<file path="src/rtl/clint_timer_sched_pkg.sv">
// Shared definitions for the CLINT timer scheduler: dbus request/response
// structures, CLINT register offsets, FSM state encoding and an address helper.
package clint_timer_sched_pkg;

    // Default byte address of the CLINT register block on the dbus.
    localparam logic [31:0] CLINT_BASE_ADDR = 32'h0200_0000;

    // Byte offsets of the timer registers inside the CLINT block.
    typedef enum logic [15:0] {
        MTIMECMP_LOW_R  = 16'h4000,
        MTIMECMP_HIGH_R = 16'h4004,
        MTIME_LOW_R     = 16'hBFF8,
        MTIME_HIGH_R    = 16'hBFFC
    } type_mtime_regs_e;

    // mtimecmp programming sequence states.
    typedef enum logic [1:0] {
        IDLE      = 2'd0,
        WR_HI_MAX = 2'd1,
        WR_LO     = 2'd2,
        WR_HI     = 2'd3
    } type_tsched_state_e;

    // Master-to-peripheral dbus request.
    typedef struct packed {
        logic [31:0] addr;
        logic [31:0] w_data;
        logic [3:0]  w_strb;
        logic        w_en;
        logic        r_en;
        logic        req;
    } type_dbus2peri_s;

    // Peripheral-to-master dbus response.
    typedef struct packed {
        logic [31:0] r_data;
        logic        err;
        logic        ack;
    } type_peri2dbus_s;

    // Absolute dbus address of a CLINT timer register.
    function automatic logic [31:0] mtime_reg_addr(input logic [31:0]      base,
                                                   input type_mtime_regs_e reg_off);
        return base + {16'h0000, reg_off};
    endfunction

endpackage

</file>
<file path="src/rtl/clint_timer_sched_if.sv">
// dbus link between the timer scheduler (master) and the CLINT (slave).
interface clint_timer_sched_if;
    import clint_timer_sched_pkg::*;

    type_dbus2peri_s sched2dbus_o;
    type_peri2dbus_s dbus2sched_i;

    modport master (output sched2dbus_o, input dbus2sched_i);
    modport slave  (input sched2dbus_o, output dbus2sched_i);

endinterface

</file>
<file path="src/rtl/clint_timer_sched_min_sel.sv">
// Combinational earliest-deadline finder. Strict less-than keeps the lowest
// index on ties; with no valid channel the minimum reads as all-ones.
module clint_timer_sched_min_sel #(
    parameter int NUM_CH = 4
) (
    input  logic [NUM_CH-1:0] valid_i,
    input  logic [63:0]       deadline_i [NUM_CH],
    output logic [63:0]       min_o,
    output logic              any_valid_o
);

    // Linear scan for the smallest valid deadline.
    always_comb begin
        min_o       = 64'hFFFF_FFFF_FFFF_FFFF;
        any_valid_o = |valid_i;
        for (int i = 0; i < NUM_CH; i++) begin
            min_o = (valid_i[i] && (deadline_i[i] < min_o)) ? deadline_i[i] : min_o;
        end
    end

endmodule

</file>
<file path="src/rtl/clint_timer_sched.sv">
// Multi-channel timer scheduler owning the CLINT mtimecmp register. Keeps
// NUM_CH absolute deadlines, programs the earliest one into mtimecmp with a
// glitch-free 32-bit write sequence and flags channels that have expired.
module clint_timer_sched
    import clint_timer_sched_pkg::*;
#(
    parameter int          NUM_CH     = 4,
    parameter logic [31:0] CLINT_BASE = CLINT_BASE_ADDR
) (
    input  logic                      clk,
    input  logic                      rst_n,
    input  logic                      arm_i,
    input  logic [$clog2(NUM_CH)-1:0] arm_id_i,
    input  logic [63:0]               arm_deadline_i,
    input  logic                      cancel_i,
    input  logic [$clog2(NUM_CH)-1:0] cancel_id_i,
    input  logic [NUM_CH-1:0]         pend_clr_i,
    input  logic [63:0]               mtime_i,
    clint_timer_sched_if.master       dbus_if,
    output logic [NUM_CH-1:0]         pending_o,
    output logic                      sched_irq_o,
    output logic                      busy_o
);

    localparam int IDW = $clog2(NUM_CH);

    // Channel state
    logic [NUM_CH-1:0] valid_q, valid_d;
    logic [NUM_CH-1:0] pend_q, pend_d;
    logic [63:0]       dl_q [NUM_CH];
    logic [63:0]       dl_d [NUM_CH];
    logic              irq_q;
    logic [NUM_CH-1:0] arm_hit_s, cancel_hit_s, expire_s;

    // Programming sequence state
    type_tsched_state_e state_q, state_d;
    logic [63:0]        shadow_q, shadow_d;
    logic [63:0]        prog_cmp_q, prog_cmp_d;
    logic               full_seq_q, full_seq_d;
    logic [63:0]        min_s, target_s;
    logic               any_valid_s;
    logic               ack_s;

    // Registered dbus request
    logic        req_q, req_d;
    logic [31:0] addr_q, addr_d;
    logic [31:0] wdata_q, wdata_d;

    assign ack_s = dbus_if.dbus2sched_i.ack;

    clint_timer_sched_min_sel #(.NUM_CH(NUM_CH)) u_min_sel (
        .valid_i     (valid_q),
        .deadline_i  (dl_q),
        .min_o       (min_s),
        .any_valid_o (any_valid_s)
    );

    assign target_s = any_valid_s ? min_s : 64'hFFFF_FFFF_FFFF_FFFF;

    // Per-channel decode of arm/cancel targets and deadline expiry.
    always_comb begin
        for (int i = 0; i < NUM_CH; i++) begin
            arm_hit_s[i]    = arm_i && (arm_id_i == IDW'(i));
            cancel_hit_s[i] = cancel_i && (cancel_id_i == IDW'(i));
            expire_s[i]     = valid_q[i] && (dl_q[i] <= mtime_i);
        end
    end

    // Channel next state: arm beats expiry and cancel, expiry beats pending clear.
    always_comb begin
        valid_d = valid_q;
        pend_d  = pend_q;
        dl_d    = dl_q;
        for (int i = 0; i < NUM_CH; i++) begin
            if (arm_hit_s[i]) begin
                valid_d[i] = 1'b1;
                dl_d[i]    = arm_deadline_i;
                pend_d[i]  = 1'b0;
            end else if (expire_s[i]) begin
                valid_d[i] = 1'b0;
                pend_d[i]  = 1'b1;
            end else begin
                valid_d[i] = valid_q[i] & ~cancel_hit_s[i];
                pend_d[i]  = pend_q[i] & ~pend_clr_i[i];
            end
        end
    end

    // Channel registers and registered interrupt.
    always_ff @(posedge clk or negedge rst_n) begin
        if (!rst_n) begin
            valid_q <= '0;
            pend_q  <= '0;
            irq_q   <= 1'b0;
            for (int i = 0; i < NUM_CH; i++) begin
                dl_q[i] <= 64'h0;
            end
        end else begin
            valid_q <= valid_d;
            pend_q  <= pend_d;
            irq_q   <= |pend_q;
            dl_q    <= dl_d;
        end
    end

    // Sequencer: parking HIGH at all-ones while LOW changes keeps mtimecmp
    // from ever passing through a spurious earlier value.
    always_comb begin
        state_d    = state_q;
        shadow_d   = shadow_q;
        prog_cmp_d = prog_cmp_q;
        full_seq_d = full_seq_q;
        case (state_q)
            IDLE: begin
                if (target_s != prog_cmp_q) begin
                    shadow_d = target_s;
                    if (target_s[63:32] == prog_cmp_q[63:32]) begin
                        full_seq_d = 1'b0;
                        state_d    = WR_LO;
                    end else begin
                        full_seq_d = 1'b1;
                        state_d    = WR_HI_MAX;
                    end
                end else begin
                    state_d = IDLE;
                end
            end
            WR_HI_MAX: begin
                if (ack_s) begin
                    state_d = WR_LO;
                end else begin
                    state_d = WR_HI_MAX;
                end
            end
            WR_LO: begin
                if (ack_s && full_seq_q) begin
                    state_d = WR_HI;
                end else if (ack_s) begin
                    prog_cmp_d = shadow_q;
                    state_d    = IDLE;
                end else begin
                    state_d = WR_LO;
                end
            end
            WR_HI: begin
                if (ack_s) begin
                    prog_cmp_d = shadow_q;
                    state_d    = IDLE;
                end else begin
                    state_d = WR_HI;
                end
            end
            default: begin
                state_d = IDLE;
            end
        endcase
    end

    // Request fields for the state being entered, so the bus sees them from a register.
    always_comb begin
        req_d   = 1'b0;
        addr_d  = 32'h0;
        wdata_d = 32'h0;
        case (state_d)
            WR_HI_MAX: begin
                req_d   = 1'b1;
                addr_d  = mtime_reg_addr(CLINT_BASE, MTIMECMP_HIGH_R);
                wdata_d = 32'hFFFF_FFFF;
            end
            WR_LO: begin
                req_d   = 1'b1;
                addr_d  = mtime_reg_addr(CLINT_BASE, MTIMECMP_LOW_R);
                wdata_d = shadow_d[31:0];
            end
            WR_HI: begin
                req_d   = 1'b1;
                addr_d  = mtime_reg_addr(CLINT_BASE, MTIMECMP_HIGH_R);
                wdata_d = shadow_d[63:32];
            end
            default: begin
                req_d = 1'b0;
            end
        endcase
    end

    // Sequencer and request registers; prog_cmp resets to the CLINT mtimecmp reset value.
    always_ff @(posedge clk or negedge rst_n) begin
        if (!rst_n) begin
            state_q    <= IDLE;
            shadow_q   <= 64'h0;
            prog_cmp_q <= 64'h0;
            full_seq_q <= 1'b0;
            req_q      <= 1'b0;
            addr_q     <= 32'h0;
            wdata_q    <= 32'h0;
        end else begin
            state_q    <= state_d;
            shadow_q   <= shadow_d;
            prog_cmp_q <= prog_cmp_d;
            full_seq_q <= full_seq_d;
            req_q      <= req_d;
            addr_q     <= addr_d;
            wdata_q    <= wdata_d;
        end
    end

    // Drive the dbus request; unused fields stay zero.
    always_comb begin
        dbus_if.sched2dbus_o        = '0;
        dbus_if.sched2dbus_o.req    = req_q;
        dbus_if.sched2dbus_o.w_en   = req_q;
        dbus_if.sched2dbus_o.addr   = addr_q;
        dbus_if.sched2dbus_o.w_data = wdata_q;
    end

    assign pending_o   = pend_q;
    assign sched_irq_o = irq_q;
    assign busy_o      = (state_q != IDLE);

endmodule
</file>
<file path="src/flat_wrapper.sv">
// flat-port wrapper written by rule: the top's interface ports become plain ports
module clint_timer_sched_flat import clint_timer_sched_pkg::*;
#(
    parameter int          NUM_CH     = 4,
    parameter logic [31:0] CLINT_BASE = CLINT_BASE_ADDR
)
  (clk, rst_n, arm_i, arm_id_i, arm_deadline_i, cancel_i, cancel_id_i, pend_clr_i, mtime_i, pending_o, sched_irq_o, busy_o, dbus_if_sched2dbus_o, dbus_if_dbus2sched_i);
  clint_timer_sched_if dbus_if_i ();
  input  logic clk;
  input  logic rst_n;
  input  logic arm_i;
  input  logic [$clog2(NUM_CH)-1:0] arm_id_i;
  input  logic [63:0] arm_deadline_i;
  input  logic cancel_i;
  input  logic [$clog2(NUM_CH)-1:0] cancel_id_i;
  input  logic [NUM_CH-1:0] pend_clr_i;
  input  logic [63:0] mtime_i;
  output logic [NUM_CH-1:0] pending_o;
  output logic sched_irq_o;
  output logic busy_o;
  output wire logic [$bits(dbus_if_i.sched2dbus_o)-1:0] dbus_if_sched2dbus_o;
  input wire logic [$bits(dbus_if_i.dbus2sched_i)-1:0] dbus_if_dbus2sched_i;
  assign dbus_if_sched2dbus_o = dbus_if_i.sched2dbus_o;
  assign dbus_if_i.dbus2sched_i = dbus_if_dbus2sched_i;
  clint_timer_sched #(.NUM_CH(NUM_CH), .CLINT_BASE(CLINT_BASE)) u_core (.clk(clk), .rst_n(rst_n), .arm_i(arm_i), .arm_id_i(arm_id_i), .arm_deadline_i(arm_deadline_i), .cancel_i(cancel_i), .cancel_id_i(cancel_id_i), .pend_clr_i(pend_clr_i), .mtime_i(mtime_i), .dbus_if(dbus_if_i), .pending_o(pending_o), .sched_irq_o(sched_irq_o), .busy_o(busy_o));
endmodule
</file>
<file path="config.mk">
export PLATFORM = sky130hd
export DESIGN_NAME = clint_timer_sched_flat
export DESIGN_NICKNAME = d
export VERILOG_FILES = /design/src/rtl/clint_timer_sched_pkg.sv /design/src/rtl/clint_timer_sched_if.sv /design/src/rtl/clint_timer_sched_min_sel.sv /design/src/rtl/clint_timer_sched.sv /design/src/flat_wrapper.sv
export SDC_FILE = /design/constraint.sdc
export NUM_CORES = 2
export LEC_CHECK = 0
export ABC_AREA = 0
export CELL_PAD_IN_SITES_DETAIL_PLACEMENT = 2
export CELL_PAD_IN_SITES_GLOBAL_PLACEMENT = 2
export CORE_MARGIN = 8
export CORE_UTILIZATION = 35
export CTS_CLUSTER_DIAMETER = 200
export DETAILED_ROUTE_END_ITERATION = 10
export PLACE_DENSITY_LB_ADDON = 0.08
export SLEW_MARGIN = 20
export SYNTH_ARGS = -nofsm -noshare
export SYNTH_HDL_FRONTEND = slang
export SYNTH_HIERARCHICAL = 1
export SYNTH_SLANG_ARGS = --single-unit
</file>
<file path="constraint.sdc">
create_clock -name clk -period 10.7 [get_ports clk]
set_input_delay 1.07 -clock clk [delete_from_list [all_inputs] [get_ports clk]]
set_output_delay 1.07 -clock clk [all_outputs]
set_load 0.005 [all_outputs]
</file>
=== Word-level counts from Yosys, hierarchy flattened ===
Index checks and enable logic that the tools add are counted.

* Order comparisons: 8
* Equality and inequality tests: 15
* Muxes and demuxes: 37
* Bitwise logic cells: 16
* Reductions and logical operators: 28

{| class="wikitable"
|+ Operators with widths
! kind !! number
|-
| $mux W64 || 9
|-
| $le A64 B64 Y1 || 4
|-
| $lt A64 B64 Y1 || 3
|-
| $pmux W64 S2 || 1
|-
| $pmux W32 S3 || 1
|-
| $lt A64 B64 Y1 const B || 1
|-
| $ne A64 B64 Y1 || 1
|-
| $pmux W26 S2 || 1
|-
| $eq A32 B32 Y1 || 1
|-
| $mux W1 || 18
|-
| $logic_and A1 B1 Y1 || 17
|-
| $eq A2 B2 Y1 const B || 8
|-
| $mux W2 || 6
|-
| $and A1 B1 Y1 || 8
|-
| $eq A2 B1 Y1 const B || 4
|-
| $not A1 Y1 || 8
|-
| $pmux W2 S4 || 1
|-
| $reduce_or A4 Y1 || 2
|-
| $logic_not A2 Y1 || 3
|-
| $reduce_and A2 Y1 || 2
|-
| $reduce_bool A2 Y1 || 2
|-
| $reduce_or A3 Y1 || 1
|-
| $ne A2 B2 Y1 const B || 1
|-
| $reduce_or A2 Y1 || 1
|}

* Flip-flop bits (word level): 455
* Input port bits: 174
* Output and inout port bits: 77
* Word-level logic and storage cells: 118

=== Logic depth before layout (Yosys ltp) ===
* Depth after elaboration: 20
* Gate-level depth with buffers: 53
* Mapped depth without buffers: 44

=== Modules after synthesis ===
The synthesis kept the hierarchy.

{| class="wikitable"
|+ By module, submodules not included
! module !! instances !! cells each !! area an instance (um2) !! seq. area each (um2)
|-
| clint_timer_sched || 1 || 2052 || 23989.3 || 10735.3
|-
| clint_timer_sched_min_sel || 1 || 1038 || 7475.9 || 0.0
|}

=== Worst setup path before layout ===
No wires, ideal clock.

* Kind: flip-flop to flip-flop
* From: register u_core/dl_q[193] in the netlist's numbering
* To: register u_core.wdata_q[29]
* Setup time: 0.126 ns
* Data arrival time: 10.161 ns
* Required time: 10.574 ns
* Slack: 0.413 ns
* Stages on the path, launching flop included: 52
* Path buffers: 8
* Cell sequence: dfrtp_1 nand4_1 nor4_1 nand4_1 nand2_1 clkbuf_1 nor2_1 ha_1 a211oi_1 o211ai_1 o221ai_2 nand2_2 o31ai_2 nand2_1 buf_2 buf_1 a21oi_1 inv_1 [... 16 more ...] a21o_1 a221oi_1 o21ai_0 a21oi_1 o211ai_1 nor3_2 buf_6 buf_12 mux2i_1 xnor2_1 nand3_1 o22ai_1 nand4_1 nor4_4 a21oi_2 buf_6 mux2_4 a221o_1

* Elaborated cells on any way between the ends: 24
* Those cells by class: 4 x order compare; 5 x eq/ne; 11 x mux; 4 x reduce/logical

{| class="wikitable"
|+ RTL lines
! item !! line !! source
|-
| start: declaration || clint_timer_sched.sv:30 || <nowiki>logic [63:0] dl_q [NUM_CH];</nowiki>
|-
| start signal: assignment || clint_timer_sched.sv:102 || <nowiki>dl_q <= dl_d;</nowiki>
|-
| $lt A64 B64 Y1 || clint_timer_sched_min_sel.sv:17 || <nowiki>min_o = (valid_i[i] && (deadline_i[i] < min_o)) ? deadline_i[i] : min_o;</nowiki>
|-
| $logic_and A1 B1 Y1 || clint_timer_sched_min_sel.sv:17 ||
|-
| $mux W64 * || clint_timer_sched_min_sel.sv:17 ||
|-
| $lt A64 B64 Y1 || clint_timer_sched_min_sel.sv:17 ||
|-
| $logic_and A1 B1 Y1 || clint_timer_sched_min_sel.sv:17 ||
|-
| $mux W64 * || clint_timer_sched_min_sel.sv:17 ||
|-
| $lt A64 B64 Y1 || clint_timer_sched_min_sel.sv:17 ||
|-
| $logic_and A1 B1 Y1 || clint_timer_sched_min_sel.sv:17 ||
|-
| [... 4 more ...] || n/a ||
|-
| via u_core.min_s[46] || clint_timer_sched.sv:40 || <nowiki>logic [63:0] min_s, target_s;</nowiki>
|-
| $mux W64 * || clint_timer_sched.sv:58 || <nowiki>assign target_s = any_valid_s ? min_s : 64'hFFFF_FFFF_FFFF_FFFF;</nowiki>
|-
| $ne A64 B64 Y1 * || clint_timer_sched.sv:115 || <nowiki>if (target_s != prog_cmp_q) begin</nowiki>
|-
| $mux W64 * || clint_timer_sched.sv:115 ||
|-
| $mux W64 * || clint_timer_sched.sv:113 || <nowiki>case (state_q)</nowiki>
|-
| via u_core.shadow_d[29] || clint_timer_sched.sv:37 || <nowiki>logic [63:0] shadow_q, shadow_d;</nowiki>
|-
| $pmux W32 S3 * || clint_timer_sched.sv:164 || <nowiki>case (state_d)</nowiki>
|-
| via u_core.wdata_d[29] || clint_timer_sched.sv:47 || <nowiki>logic [31:0] wdata_q, wdata_d;</nowiki>
|-
| end signal: assignment || clint_timer_sched.sv:203 || <nowiki>wdata_q <= wdata_d;</nowiki>
|-
| end: declaration || clint_timer_sched.sv:47 ||
|}

Mark *: on every way through the listed nets, which the timed path passes. The rest lies on a longest branch.
A chain may end at the register's enable or synchronous reset.

=== Worst setup path in the final report ===
* From: register u_core/dl_q[237] in the netlist's numbering
* To: register u_core.wdata_q[15]

The elaborated chain is that of the path after synthesis.

==> flow_metrics.env <==
export IMPL_status="complete, but fails checks"
export IMPL_violations="negative setup slack"
export IMPL_multi_input_area_mm2=0.0213
export IMPL_place_area_mm2=0.0388
export IMPL_crit_required_ns=11.27
export IMPL_dr_total_vias=29100
export IMPL_ys_seq_elements=429
export IMPL_async_flop_share_pct=100
export IMPL_critPathKind="flop to flop"
export IMPL_viasPerCell=5.63
export IMPL_clock_root_buffer="clkbuf_16"
export IMPL_antenna_found_initial=4
export IMPL_die_width_um=316
export IMPL_antenna_left=0
export IMPL_drive_gt1_share_pct=37.5
export IMPL_syn_area_per_cell_um2=10.2
export IMPL_grt_pass1_wl_um=215000
export IMPL_mostFrequentLayoutCells="buf_4 (615), dfrtp_1 (429), ha_1 (415)"
export IMPL_synth_edf_count=0
export IMPL_setup_violations=100
export IMPL_syn_inst=3090
export IMPL_dp_hpwl_um=113000
export IMPL_relSlewSlack_pct=29.0
export IMPL_core_mm2=0.0896
export IMPL_worst_pin_slew_ns=1.06
export IMPL_hold_ws_ns=0.462
export IMPL_worstPathArrival_ns=12.62
export IMPL_num_rows=110
export IMPL_postLayoutCellArea_mm2=0.0448
export IMPL_grt_max_degree=165
export IMPL_cts_buffers=56
export IMPL_synth_flop_cell="dfrtp_1"
export IMPL_grt_pass1_vias=32500
export IMPL_wirelength_um=154000
export IMPL_p_leak_uw=0.0210
export IMPL_cap_violations=0
export IMPL_wl_per_cell_um=29.8
export IMPL_ir_drop_v=0.000145
export IMPL_setup_tns_ns=-119.09
export IMPL_drt_iter0_markers=1485
export IMPL_fillCellCount=9072
export IMPL_ys_types=81
export IMPL_cts_tree="yes"
export IMPL_critPathMaxFanout=9
export IMPL_ios=251
export IMPL_synth_warnings=6
export IMPL_die_height_um=316
export IMPL_critPathMaxStageDelay_ns=0.48
export IMPL_clock_skew_ns=0.0697
export IMPL_post_route_util_pct=49.9
export IMPL_final_common_cell="buf_4"
export IMPL_finalMaxSlewViolations=0
export IMPL_clk_latency_ns=0.70
export IMPL_fin_nets=4558
export IMPL_setup_ws_ns=-1.35
export IMPL_pre_cts_ws_ns=-3.25
export IMPL_yosysSeqAreaShare_pct=34.1
export IMPL_cts_buffer_depth=3
export IMPL_initial_core_util_pct=35.1
export IMPL_rsz0062_at_grt="yes"
export IMPL_crit_top_cell="buf_4"
export IMPL_end_kind="flop"
export IMPL_grt_usage_pct=28.5
export IMPL_syn_area_mm2=0.0315
export IMPL_place_congestion=0.907
export IMPL_period_minus_slack_ns=12.05
export IMPL_fmax_mhz=83.0
export IMPL_clock_sinks=429
export IMPL_port_buffer_count=183
export IMPL_regArea_mm2=0.0107
export IMPL_holdBufCountCts=0
export IMPL_drc_errors=0
export IMPL_syn_to_final_growth_pct=42.2
export IMPL_fin_crit_sh_pct=113
export IMPL_htree_levels=2
export IMPL_finalHoldViolations=0
export IMPL_dr_pass1_iters=5
export IMPL_slowest_stage="nor4_4"
export IMPL_grt_ovfl_total=0
export IMPL_die_area_mm2=0.0998
export IMPL_cp_start_kind="flop"
export IMPL_clk_pin_slew_worst_paths_ns=0.07
export IMPL_p_per_area_mw_per_mm2=206
export IMPL_hold_class="primary input to async pin"
==> synth_stat cells (6+ instances only) <==
master	n	share of area, %
buf_12	6	0.38
ha_1	442	18
a211oi_1	70	1.7
or2_2	8	0.16
mux2_2	326	12
nor4_1	18	0.36
buf_4	47	1.1
nor2b_1	49	0.97
buf_1	18	0.21
buf_2	12	0.19
nor3b_1	27	0.64
o21ai_1	6	0.095
xnor2_1	16	0.45
a221o_1	8	0.25
nand2b_1	48	0.95
nand3_1	28	0.45
a21oi_1	185	2.9
nand4_1	125	2.5
or3_1	8	0.16
nor2_1	218	2.6
nand2_1	56	0.67
xor2_1	16	0.45
o32ai_1	17	0.47
mux2i_1	151	4.8
buf_6	12	0.43
dfrtp_1	429	34
o22ai_1	17	0.34
a31oi_1	29	0.58
and4_1	6	0.17
o22a_1	8	0.22
a21o_1	149	3.6
nor3b_2	10	0.40
o21a_1	14	0.33
o211ai_1	8	0.19
inv_1	263	3.1
o21ai_0	98	1.6
nor3_1	15	0.24
clkbuf_1	45	0.54
==> flip-flops by register name (all words and copies together) (netlist names) <==
name and count:
u_core/state_q 2, u_core/full_seq_q 1, u_core/valid_q 4, u_core/prog_cmp_q 64, u_core/dl_q 256, u_core/pending_o 4
u_core/addr_q 1, u_core/wdata_q 32, u_core/sched_irq_o 1, u_core/shadow_q 64
==> timing repair <==
action,CTS,global route
endpoints found under the setup margin,100,100
buffers inserted,26,75
gates resized for setup,179,360
cloned,6,12
endpoints found under the hold margin,0,0
pin swaps,39,107
==> metal layers <==
layer  global-route usage [%]  up-vias  share of wire (%)
met1                     35.6    15300                 42
met4                     8.69        2                3.4
met3                     4.10      245                3.9
li1                         -    13000                  -
met5                        0        -             0.0097
met2                     50.8      610                 51
==> logic make-up after synthesis <==
kind of cell             after synthesis  share of synthesized area [%]
AO/OA/AOI/OAI                        656                           13.6
XOR/XNOR                              32                          0.891
adder cells (fa/ha/maj)              442                           17.6
buffers and inverters                403                           6.01
flip-flops                           429                           34.1
multiplexers                         478                           16.5
other                                  1                         0.0119
AND/OR/NAND/NOR                      649                           11.2
==> path summary, 6_finish.rpt <==
kind / start / endpoint / slack, ns / cells past startpoint
min in group clk: u_core/pending_o[0] / u_core/sched_irq_o / 0.50 / 1
max: u_core/dl_q[237] / u_core/wdata_q[15] / -1.35 / 58
max reg2reg: u_core/dl_q[237] / u_core/wdata_q[15] / -1.35 / 58
max in group asynchronous: rst_n / u_core/dl_q[36] / 8.08 / 3
min: rst_n / u_core/dl_q[13] / 0.46 / 1
min reg2reg: u_core/pending_o[0] / u_core/sched_irq_o / 0.50 / 1
==> cell type report <==
class,count,area share [%]
clock buffers,70,3.43
flip-flops and latches,429,24.0
clock inverters,36,1.29
multi-input cells,2293,47.6
repair buffers,899,18.2
well taps,1176,3.29
inverters,263,2.21
diodes,3,0.0168
==> per-stage QoR <==
step                instances  power, µW
floorplan                3123       4210
global placement         4955       5950
detailed placement       4955       6190
CTS                      5091       8630
global route             5166       9630
finish                   5169       9210
==> worst max-delay path, delay by kind of cell (launching register included) <==
family | cells | cell delay, ns
AND/OR/NAND/NOR | 17 | 3.37
buffers and inverters | 17 | 2.81
AO/OA/AOI/OAI | 18 | 3.52
flip-flops | 1 | 0.42
adder cells (fa/ha/maj) | 3 | 0.88
multiplexers | 3 | 0.88
==> power breakdown <==
group          switching (µW)  total, µW  leakage [µW]  internal (µW)
sequential                523       2550       0.00470           2030
clock                     874       2190       0.00102           1320
combinational            2270       4480        0.0153           2200
Note: power is estimated with default switching activity, not from simulation.
